[src/rtl/shift_add_multiplier.sv]
// Iterative unsigned multiplier: one ripple-carry add per cycle over a fixed
// shift-and-add sequence, with a start/busy/done handshake for pipeline stalls.

module ripple_carry_adder #(
   parameter int unsigned WIDTH = 32
) (
   input  logic [WIDTH-1:0] a,
   input  logic [WIDTH-1:0] b,
   input  logic             carry_in,
   output logic [WIDTH-1:0] sum,
   output logic             carry_flag,
   output logic             overflow_flag
);

   logic [WIDTH:0] carry;

   // Bit-serial carry chain; the loop unrolls into WIDTH full-adder cells.
   always_comb begin
      carry    = '0;
      sum      = '0;
      carry[0] = carry_in;
      for (int i = 0; i < int'(WIDTH); i++) begin
         sum[i]       = a[i] ^ b[i] ^ carry[i];
         carry[i + 1] = (a[i] & b[i]) | (carry[i] & (a[i] ^ b[i]));
      end
   end

   assign carry_flag    = carry[WIDTH];
   assign overflow_flag = carry[WIDTH] ^ carry[WIDTH-1];

endmodule

module shift_add_multiplier #(
   parameter int unsigned WIDTH = 32
) (
   input  logic               clk,
   input  logic               rst,
   input  logic               start,
   input  logic [WIDTH-1:0]   multiplicand,
   input  logic [WIDTH-1:0]   multiplier,
   output logic               busy,
   output logic               done,
   output logic [2*WIDTH-1:0] product,
   output logic               hi_nonzero
);

   localparam int unsigned ACC_W = 2 * WIDTH;
   localparam int unsigned CNT_W = $clog2(WIDTH);
   localparam logic [CNT_W-1:0] LAST_ITER = CNT_W'(WIDTH - 1);

   typedef enum logic [1:0] {
      IDLE = 2'd0,
      RUN  = 2'd1,
      DONE = 2'd2
   } state_t;

   state_t             state_q;
   state_t             state_d;
   logic [WIDTH-1:0]   mcand_q;
   logic [ACC_W-1:0]   acc_q;
   logic [CNT_W-1:0]   count_q;

   logic [WIDTH-1:0]   add_b;
   logic [WIDTH-1:0]   add_sum;
   logic               add_carry;
   logic               ovf_unused;
   logic [ACC_W-1:0]   acc_next;

   logic               accept_c;
   logic               iterate_c;
   logic               finish_c;
   logic               busy_d;
   logic               done_d;

   // Multiplicand is added into the upper half only when the current LSB is set.
   assign add_b = acc_q[0] ? mcand_q : '0;

   ripple_carry_adder #(
      .WIDTH (WIDTH)
   ) u_adder (
      .a             (acc_q[ACC_W-1:WIDTH]),
      .b             (add_b),
      .carry_in      (1'b0),
      .sum           (add_sum),
      .carry_flag    (add_carry),
      .overflow_flag (ovf_unused)
   );

   assign acc_next = {add_carry, add_sum, acc_q[WIDTH-1:1]};

   always_ff @(posedge clk) begin
      if (rst) begin
         state_q <= IDLE;
      end else begin
         state_q <= state_d;
      end
   end

   always_comb begin
      state_d = state_q;
      unique case (state_q)
         IDLE:    if (start) state_d = RUN;
         RUN:     if (count_q == LAST_ITER) state_d = DONE;
         DONE:    state_d = start ? RUN : IDLE;
         default: state_d = IDLE;
      endcase
   end

   // Control strobes plus next values of the registered status outputs.
   always_comb begin
      accept_c  = 1'b0;
      iterate_c = 1'b0;
      finish_c  = 1'b0;
      busy_d    = (state_d == RUN);
      done_d    = (state_d == DONE);
      unique case (state_q)
         IDLE:    accept_c = start;
         RUN: begin
            iterate_c = 1'b1;
            finish_c  = (count_q == LAST_ITER);
         end
         DONE:    accept_c = start;
         default: ;
      endcase
   end

   always_ff @(posedge clk) begin
      if (rst) begin
         mcand_q    <= '0;
         acc_q      <= '0;
         count_q    <= '0;
         busy       <= 1'b0;
         done       <= 1'b0;
         product    <= '0;
         hi_nonzero <= 1'b0;
      end else begin
         busy <= busy_d;
         done <= done_d;
         if (accept_c) begin
            mcand_q <= multiplicand;
            acc_q   <= {{WIDTH{1'b0}}, multiplier};
            count_q <= '0;
         end else if (iterate_c) begin
            acc_q   <= acc_next;
            count_q <= count_q + CNT_W'(1);
         end
         if (finish_c) begin
            product    <= acc_next;
            hi_nonzero <= |acc_next[ACC_W-1:WIDTH];
         end
      end
   end

endmodule

[config.mk]
export PLATFORM = sky130hd
export DESIGN_NAME = shift_add_multiplier
export DESIGN_NICKNAME = d
export VERILOG_FILES = /design/src/rtl/shift_add_multiplier.sv
export SDC_FILE = /design/constraint.sdc
export NUM_CORES = 1
export LEC_CHECK = 0
export BUFFER_PORTS_ARGS = -buffer_cell sky130_fd_sc_hd__buf_2
export CAP_MARGIN = 15
export CORE_MARGIN = 2
export CORE_UTILIZATION = 50
export DETAILED_ROUTE_END_ITERATION = 16
export HOLD_SLACK_MARGIN = 0.08
export PLACE_DENSITY = 0.76
export SKIP_LAST_GASP = 1
export SYNTH_ARGS = -nofsm -noshare
export SYNTH_HDL_FRONTEND = slang
export SYNTH_SLANG_ARGS = --single-unit
[constraint.sdc]
create_clock -name clk -period 13.75 [get_ports clk]
set_input_delay 1.375 -clock clk [delete_from_list [all_inputs] [get_ports clk]]
set_output_delay 1.375 -clock clk [all_outputs]
set_load 0.05 [all_outputs]
* Word-level counts from Yosys, hierarchy flattened
Index checks and enable logic that the tools add are counted.
** Operators by class
- Muxes and demuxes :: 10
- Bitwise gates (word level) :: 157
- Equal/unequal tests :: 5
- Add/sub/neg operators :: 1
- Reductions and logical operators :: 5
** Operators with widths (count)
- $mux W32 :: 3
- $and A1 B1 Y1 :: 63
- $xor A1 B1 Y1 :: 63
- $reduce_or A32 Y1 :: 1
- $or A1 B1 Y1 :: 31
- $pmux W2 S3 :: 1
- $add A5 B1 Y5 const B :: 1
- $eq A5 B5 Y1 const B :: 1
- $eq A2 B1 Y1 const B :: 2
- $eq A2 B2 Y1 const B :: 2
- $mux W1 :: 4
- $mux W2 :: 2
- $reduce_or A2 Y1 :: 2
- $logic_not A2 Y1 :: 1
- $reduce_bool A2 Y1 :: 1
** Word-level totals
- Register bits :: 170

* Depth between registers and ports, before layout
Gate-level depths: netlist of run 1.
- Word-level depth :: 65
- Depth in mapped cells :: 41
- Depth with buffers taken out :: 40

* Modules after synthesis
Synthesis of run 1 repeated with hierarchy kept, for this count alone.
** Unflattened totals
- Cell total of the unflattened synthesis :: 834
- Area, all modules :: 7000.5 um^2
** Modules (own cells, without submodules)
- shift_add_multiplier :: seq. area each 3403.3 um^2, instances 1, cells each 791, area each 6313.6 um^2
- ripple_carry_adder :: seq. area each 0.0 um^2, instances 1, cells each 43, area each 686.9 um^2

* Worst setup path after synthesis of run 1
No wires, ideal clock.
- Path kind :: flip-flop to flip-flop
- From :: register acc_q[0]
- To :: register hi_nonzero
- Path slack :: 0.928 ns
- Library setup time :: 0.125 ns
- Stages on the path, launching flop included :: 41
- Path buffers :: 1
- Data arrival time :: 12.697 ns
- Period minus slack after synthesis :: 12.822 ns
- Path through :: dfxtp_1 -> clkbuf_1 -> and2_1 -> ha_1 -> inv_1 -> fa_1 -> fa_1 -> inv_1 -> fa_1 -> fa_1 -> fa_1 -> fa_1 -> fa_1 -> fa_1 -> fa_1 -> fa_1 -> fa_1 -> fa_1 -> [... 5 more ...] -> fa_1 -> fa_1 -> fa_1 -> fa_1 -> fa_1 -> fa_1 -> fa_1 -> fa_1 -> fa_1 -> fa_1 -> fa_1 -> inv_1 -> fa_1 -> inv_1 -> fa_1 -> nor4_1 -> nand4_1 -> o41a_1
** Between the ends
- Elaborated cells between the ends (all ways) :: 158
- Those cells by class :: 1 x mux; 156 x bitwise; 1 x reduce/logical
** RTL lines
- from (decl) :: line 60 : logic [ACC_W-1:0] acc_q;
- from (signal assigned) :: line 141 : acc_q <= {{WIDTH{1'b0}}, multiplier};
- from (signal assigned) :: line 144 : acc_q <= acc_next;
- $mux W32 (*) :: line 76 : assign add_b = acc_q[0] ? mcand_q : '0;
- $and A1 B1 Y1 / $xor A1 B1 Y1 (equally long branches) :: line 24 : carry[i + 1] = (a[i] & b[i]) | (carry[i] & (a[i] ^ b[i]));
- $and A1 B1 Y1 :: line 24
- $or A1 B1 Y1 :: line 24
- $and A1 B1 Y1 :: line 24
- $or A1 B1 Y1 :: line 24
- $and A1 B1 Y1 :: line 24
- $or A1 B1 Y1 :: line 24
- [... 47 more ...]
- $or A1 B1 Y1 :: line 24
- $and A1 B1 Y1 :: line 24
- $or A1 B1 Y1 :: line 24
- $and A1 B1 Y1 :: line 24
- $or A1 B1 Y1 :: line 24
- $xor A1 B1 Y1 (*) :: line 23 : sum[i] = a[i] ^ b[i] ^ carry[i];
- via add_sum[30] :: line 64 : logic [WIDTH-1:0] add_sum;
- $reduce_or A32 Y1 (*) :: line 149 : hi_nonzero <= |acc_next[ACC_W-1:WIDTH];
- to (signal assigned) :: line 149
- to (decl) :: line 44 : output logic hi_nonzero
Mark *: on every way through the listed nets, which the timed path passes. The rest lies on a longest branch.
A chain may end at the register's enable or synchronous reset.

* Worst setup path in the final report of run 1
Ends and elaborated chain as after synthesis.

==> key figures, run 1 <==
CTS
  • Cts bufs inserted: 17
  • CTS tree: done
  • Clock slew at reported path FFs: roughly 70 ps
  • Clock latency on the worst-skew pair: between 400 and 500 ps
  • Sink Count: 170
  • Clk root buf: clkbuf_16
  • Clk buf depth: 2
  • Postcts setup bufs: 0
  • Htree depth: 4
  • CTS Hold Bufs: 0
  • Gates resized, CTS repair: 0

Timing
  • Fin crit share: 95.99%
  • TNS Setup: 0 ps
  • RSZ-0062 raised after global routing: false
  • Tmin final: ~13,000 ps
  • Worst Tran Pin Value: about 780 ps
  • Final setup fails: 0
  • Fin. Hold Viols: 0
  • Max Slew Vio Count: 0
  • Max frequency: 75.77 MHz
  • Clock Skews: 11.55 ps
  • Slew HR: 48.28%

Critical path
  • Crit path capture type: register
  • Slowest cell on crit path: fa_1
  • Crit path largest cell delay: between 400 and 500 ps
  • Crit path max-delay family: adder cells
  • Crit Path Category: reg -> reg
  • Cell mode on critical path: fa_1
  • WP data arrival: approximately 14,000 ps
  • CP startpoint kind: register
  • Worst path required time: 14,060 ps
  • Worst path buffer plus inverter count: 4
  • Crit Path Max Fanout: 3

Routing
  • Routed wire length per instance: between 10 and 15 µm
  • Wirelength, routed: 16,260 µm
  • Initial DRC Count: 404
  • Via count: 5,853
  • Drt pass-1 iters: 5
  • Vias per cell: between 5 and 6
  • # DRC: 0
  • Final ANT Viol Nets: 0

Synth
  • Post-synthesis xor/xnor area fraction: 0.2504%
  • Mapped Cells: 823
  • Distinct cell type count after synthesis: 31
  • Syn_area_per_cell: 8.501 µm²
  • Main combinational cell family by area after synthesis: simple AND/OR/NAND/NOR gates
  • Syn Nets: 924
  • Post-synthesis sequential area ratio: 48.64%
  • Post-synthesis compound-gate area fraction: 13.00%
  • Mapped Area: 6997 µm²
  • Post-Synth Adder-Cell Area: about a tenth
  • Multiplexer area fraction after synthesis: 0%
  • Synthesized flop and latch total: 170
  • Yosys warnings: 0
  • Simple-Gate Fraction of Synth Area: 23.03%

Pwr
  • Switching Fraction: 24.36%
  • Seq pwr share: 47.6%
  • Comb power frac: 8.0%
  • P_leak: 3.328 nW
  • PD cells: 133.3 nW/µm²
  • Peak supply drop: 0.07399 mV
  • Overall power: 1.097 mW
  • Internal Pwr Total: 0.8299 mW
  • Net Sw Power: 0.2672 mW
  • Clock share of power: 44.4%

Cells and area
  • Diodes inserted: 0
  • # fillers: 1,255
  • Ratio of cells with drive above 1 in the final layout: 19.21%
  • Non-Filler Instances: 1,112
  • Seq. cell area: between 3000 and 4000 µm²
  • Area growth from synthesis to layout: 17.61%
  • Multi-input gate area: roughly 3200 µm²
  • Nets: ~1,000

Global routing
  • Total gr overflow: 0
  • First-pass GRT wire length: around 26,000 µm
  • GR Util All Layers: between 20% and 30%
  • Number of global-route vias before repair: 5,425
  • Pin count of the biggest net entering global routing: between 70 and 80
  • Antenna violations before repair: 0

Floorplanning
  • I/O pins: 134
  • Core Area: 13,770 µm²
  • Starting Density: 50.80%
  • Full die area: 14,960 µm²
  • Die Ht: about 120 µm
  • Row count: 43
  • Die width: 122.3 µm

Placed design
  • Number of buffers added on ports: 133
  • GPL Wtd Cong: 0.8592
  • Placed cells: 1,080
  • Hpwl dp: 10,780 µm

Flow run
  • Max Cap Viol: 0

Worst hold path
  • Worst hold-check path type: reg -> reg

Outcome
  • Outcome: finished, final reports clean
-- metal layers --
| layer | track usage [%] | vias to the layer above | routed length (µm) |
|---|---|---|---|
| li1 | - | 2930 | - |
| met1 | 29.08 | 2721 | 7110 |
| met2 | 36.56 | 179 | 7922 |
| met3 | 5.344 | 23 | 955 |
| met4 | 8.190 | 0 | 271 |
| met5 | 0 | - | 0 |
-- worst paths after layout --
check	from	slack, ps	endpoint	cells after the start
min reg2reg	product[2]$_SDFFE_PP0P_	450	product[2]$_SDFFE_PP0P_	2
max reg2reg	acc_q[0]$_SDFFE_PP0P_	550	hi_nonzero$_SDFFE_PP0P_	39
max	acc_q[0]$_SDFFE_PP0P_	550	hi_nonzero$_SDFFE_PP0P_	39
min	product[2]$_SDFFE_PP0P_	450	product[2]$_SDFFE_PP0P_	2
-- tightest hold or removal path, stage by stage, from the launching register on --
cell     delay [ps]
dfxtp_1         300
nand2_1          50
a21oi_1          50
-- state kept, by name, summed over array words and instances (netlist names) --
signal / flops
mcand_q: 32
product: 64
busy: 1
count_q: 5
state_q: 2
acc_q: 64
done: 1
hi_nonzero: 1
-- synthesized netlist by cell type --
cell | n | area share [%]
nand2_1 | 245 | 13
dfxtp_1 | 170 | 49
a21oi_1 | 122 | 8.7
nor3_1 | 64 | 4.6
buf_2 | 38 | 2.7
o22ai_1 | 32 | 2.9
fa_1 | 31 | 8.9
and2_1 | 28 | 2.5
nor2_1 | 17 | 0.91
clkbuf_1 | 11 | 0.59
a211oi_1 | 10 | 1.1
inv_1 | 10 | 0.54
buf_4 | 7 | 0.75
nor4_1 | 6 | 0.54
buf_1 | 5 | 0.27
buf_6 | 5 | 0.80
ha_1 | 3 | 0.54
nand2b_1 | 3 | 0.27
nand3b_1 | 2 | 0.21
nand4_1 | 2 | 0.18
nor2b_1 | 2 | 0.18
and3_1 | 1 | 0.089
and3b_1 | 1 | 0.13
and4b_1 | 1 | 0.14
nand3_1 | 1 | 0.071
o21a_1 | 1 | 0.11
o21ai_0 | 1 | 0.071
o41a_1 | 1 | 0.16
or3_1 | 1 | 0.089
xnor2_1 | 1 | 0.13
xor2_1 | 1 | 0.13
-- power groups by stage --
stage | Sequential [mW] | Combinational (mW) | Clock (mW)
detailed placement | 0.533 | 0.0872 | 0
CTS | 0.522 | 0.0877 | 0.494
floorplan | 0.531 | 0.0652 | 0
global placement | 0.532 | 0.0863 | 0
global route | 0.524 | 0.0983 | 0.516
finish | 0.522 | 0.0881 | 0.487
-- cell usage in the layout, fill, tap and decap left out, types with 3 or more instances in the layout --
cell          n
a211oi_1     10
a21oi_1     122
and2_1       28
buf_2       132
buf_4        11
bufinv_16     3
clkbuf_16    17
clkinv_2      3
clkinvlp_4    4
dfxtp_1     170
fa_1         31
ha_1          3
inv_1        10
nand2_1     245
nor2_1       17
nor3_1       64
nor4_1        6
o22ai_1      32
-- final cells by class --
cell class	instances	area share [%]
Timing Repair Buffer	143	9.031
Clock inverter	14	2.098
Multi-Input combinational cell	577	39.11
Inverter	10	0.4561
Sequential cell	170	41.36
Tap cell	180	2.737
Clock buffer	18	5.215
-- per-stage QoR --
stage / hold slack, ps / worst slack [ps] / utilization, % / cell area [µm²]
2_1_floorplan: 431.7 / 928.1 / - / 6997
3_3_place_gp: 438.2 / 798.2 / 55.38 / 7627
3_5_place_dp: 444.6 / 602.8 / 55.38 / 7627
4_1_cts: 452.9 / 525.7 / 59.75 / 8229
5_1_grt: 469.3 / 18.15 / 59.75 / 8229
6_report: 448.3 / 552.0 / 59.75 / 8229
-- cells by family (layout without fill, tap and decap cells) --
logic type                 after synthesis  in the layout
adders and majority gates               34             34
xor gates and xnor gates                 2              2
and+or+nand+nor                        374            374
buffers and inverters                   76            185
DFF                                    170            170
AOI/OAI and AO/OA                      167            167
No activity file was read; power rests on OpenSTA's default activity.
==> inputs of run 2 (changes only) <==
- CORE_ASPECT_RATIO: not set -> 1.2
- SLEW_MARGIN: not set -> 20
==> run 2 against run 1 <==
Against the previous run:
- fmax up 0.32%
- register-to-register slack better by 40 ps
- critical path depth unchanged
- highest routed layer unchanged
- critical endpoint unchanged
- hold slack about the same
- clock skew down 3.5 ps
==> key figures, run 2 (same netlist as run 1, synthesis figures left out) <==
Floorplanning
  • Full die area: 14,960 µm² (about the same)
  • Row count: 47 (+9.3%)
  • Starting Density: 50.85% (about the same)
  • Core Area: 13,760 µm² (about the same)
  • Die width: 112.0 µm (-8.4%)
  • Die Ht: 133.6 µm (+9.2%)
  • I/O pins: 134 (unchanged)

Timing
  • Final setup fails: 0 (unchanged)
  • Slew HR: 28.16% (-20 points)
  • Setup ws final: 593.5 ps (+41.52 ps)
  • RSZ-0062 raised after global routing: false
  • Clock Skews: 8.027 ps (-3.520 ps)
  • Min Hold Slack: 448.4 ps (+0.07300 ps)
  • Max frequency: 76.01 MHz (+0.32%)
  • Tmin final: 13,160 ps (-41.52 ps)
  • TNS Setup: 0 ps (unchanged)
  • Max Slew Vio Count: 0 (unchanged)
  • Fin. Hold Viols: 0 (unchanged)
  • Fin crit share: 95.68% (-0.30 points)
  • Worst Tran Pin Value: 1074 ps (+298.5 ps)

CTS
  • Clk root buf: clkbuf_16
  • CTS tree: done
  • Postcts setup bufs: 0 (unchanged)
  • Clock slew at reported path FFs: 60 ps (about the same)
  • Clock latency on the worst-skew pair: 430 ps (about the same)
  • Sink Count: 170 (unchanged)
  • Clk buf depth: 2 (unchanged)
  • Gates resized, CTS repair: 0 (unchanged)
  • Cts bufs inserted: 17 (unchanged)
  • Htree depth: 4 (unchanged)
  • CTS Hold Bufs: 0 (unchanged)

Critical path
  • Crit path capture type: register
  • Slowest cell on crit path: fa_1
  • Worst path required time: 14,060 ps (about the same)
  • Crit Path Max Fanout: 3 (unchanged)
  • CP startpoint kind: register
  • Crit path largest cell delay: 500 ps (about the same)
  • Worst path buffer plus inverter count: 4 (unchanged)
  • Cell mode on critical path: fa_1
  • WP data arrival: 13,470 ps (-40 ps)
  • Crit path max-delay family: adder cells
  • Crit Path Category: reg -> reg

Cells and area
  • Util after Layout: 59.65% (-0.10 points)
  • Area growth from synthesis to layout: 17.31%
  • Seq. cell area: 3403 µm² (unchanged)
  • Commonest non-fill, non-tap cells in the layout: 245 x nand2_1, 170 x dfxtp_1, 132 x buf_2
  • Diodes inserted: 0 (unchanged)
  • Ratio of cells with drive above 1 in the final layout: 19.12% (-0.087 points)
  • Most common cell after layout, fill and taps aside: nand2_1
  • Largest registers: acc_q: 64 flops, product: 64 flops, mcand_q: 32 flops
  • Non-Filler Instances: 1,102 (-0.90%)
  • Post-route design area: 8208 µm² (-0.26%)
  • Multi-input gate area: 3218 µm² (unchanged)
  • # fillers: 1,274 (+1.5%)
  • Nets: 1,019 (-0.098%)

Worst hold path
  • Worst hold-check path type: reg -> reg

Pwr
  • Overall power: 1.096 mW (-0.10%)
  • P_leak: 3.323 nW (-0.16%)
  • Peak supply drop: 0.08394 mV (+13%)
  • PD cells: 133.5 nW/µm² (+0.16%)

Routing
  • Wirelength, routed: 16,060 µm (-1.2%)
  • Drt pass-1 iters: 5 (unchanged)
  • Vias per cell: 5.284 (+0.39%)
  • # DRC: 0 (unchanged)
  • Initial DRC Count: 451 (+12%)
  • Routed wire length per instance: 14.58 µm (-0.32%)
  • Via count: 5,823 (-0.51%)
  • Final ANT Viol Nets: 0 (unchanged)

Flow run
  • Max Cap Viol: 0 (unchanged)

Placed design
  • Hpwl dp: 10,820 µm (+0.36%)
  • Placed cells: 1,070 (-0.93%)
  • Placed cell areas: 7609 µm² (-0.25%)
  • Setup WS pre-CTS: 625.2 ps (+22.31 ps)
  • Number of buffers added on ports: 133 (unchanged)
  • GPL Wtd Cong: 0.8194 (-4.6%)

Global routing
  • Number of global-route vias before repair: 5,368 (-1.1%)
  • Pin count of the biggest net entering global routing: 76 (-1.3%)
  • Antenna violations before repair: 0 (unchanged)
  • Total gr overflow: 0 (unchanged)
  • First-pass GRT wire length: 26,390 µm (unchanged)
  • GR Util All Layers: 22.01% (-0.41 points)

Outcome
  • Outcome: finished, final reports clean
run 2: cell types whose count changed in the layout (fill, tap and decap cells not counted), sizes merged:
cell	previous run	this run
buf	143	142
clkinv	5	4
inv	12	13
run 2: layout make-up:
type,count,share of cell area [%]
well taps,171,2.607
flip-flops and latches,170,41.46
repair buffers,142,8.963
multi-input cells,577,39.21
inverters,10,0.4573
clock buffers,18,5.229
clock inverters,14,2.073
run 2: power by group:
| part | internal (mW) | leakage, nW | total, mW | switching (mW) |
|---|---|---|---|---|
| sequential | 0.510 | 1.38 | 0.522 | 0.0118 |
| combinational | 0.0329 | 1.66 | 0.0876 | 0.0547 |
| clock | 0.286 | 0.283 | 0.486 | 0.200 |
run 2: path summary, 6_finish.rpt:
| check | slack [ps] | start | depth (start not counted) | to |
|---|---|---|---|---|
| max | 590 | mcand_q[0]$_SDFFE_PP0P_ | 39 | hi_nonzero$_SDFFE_PP0P_ |
| min | 450 | product[26]$_SDFFE_PP0P_ | 2 | product[26]$_SDFFE_PP0P_ |
| max reg2reg | 590 | mcand_q[0]$_SDFFE_PP0P_ | 39 | hi_nonzero$_SDFFE_PP0P_ |
| min reg2reg | 450 | product[26]$_SDFFE_PP0P_ | 2 | product[26]$_SDFFE_PP0P_ |
run 2: metal layers:
layer	up-vias	wire [µm]	GRT usage (%)
met5	-	0	0
met4	0	397	9.282
met3	35	775	4.277
met2	155	8036	37.14
met1	2712	6853	27.69
li1	2921	-	-
run 2: tightest hold or removal path: cells and delay by family, from the launching register on:
kind,cells,cell delay (ps)
AOI/OAI and AO/OA,1,50
DFF,1,300
and+or+nand+nor,1,50
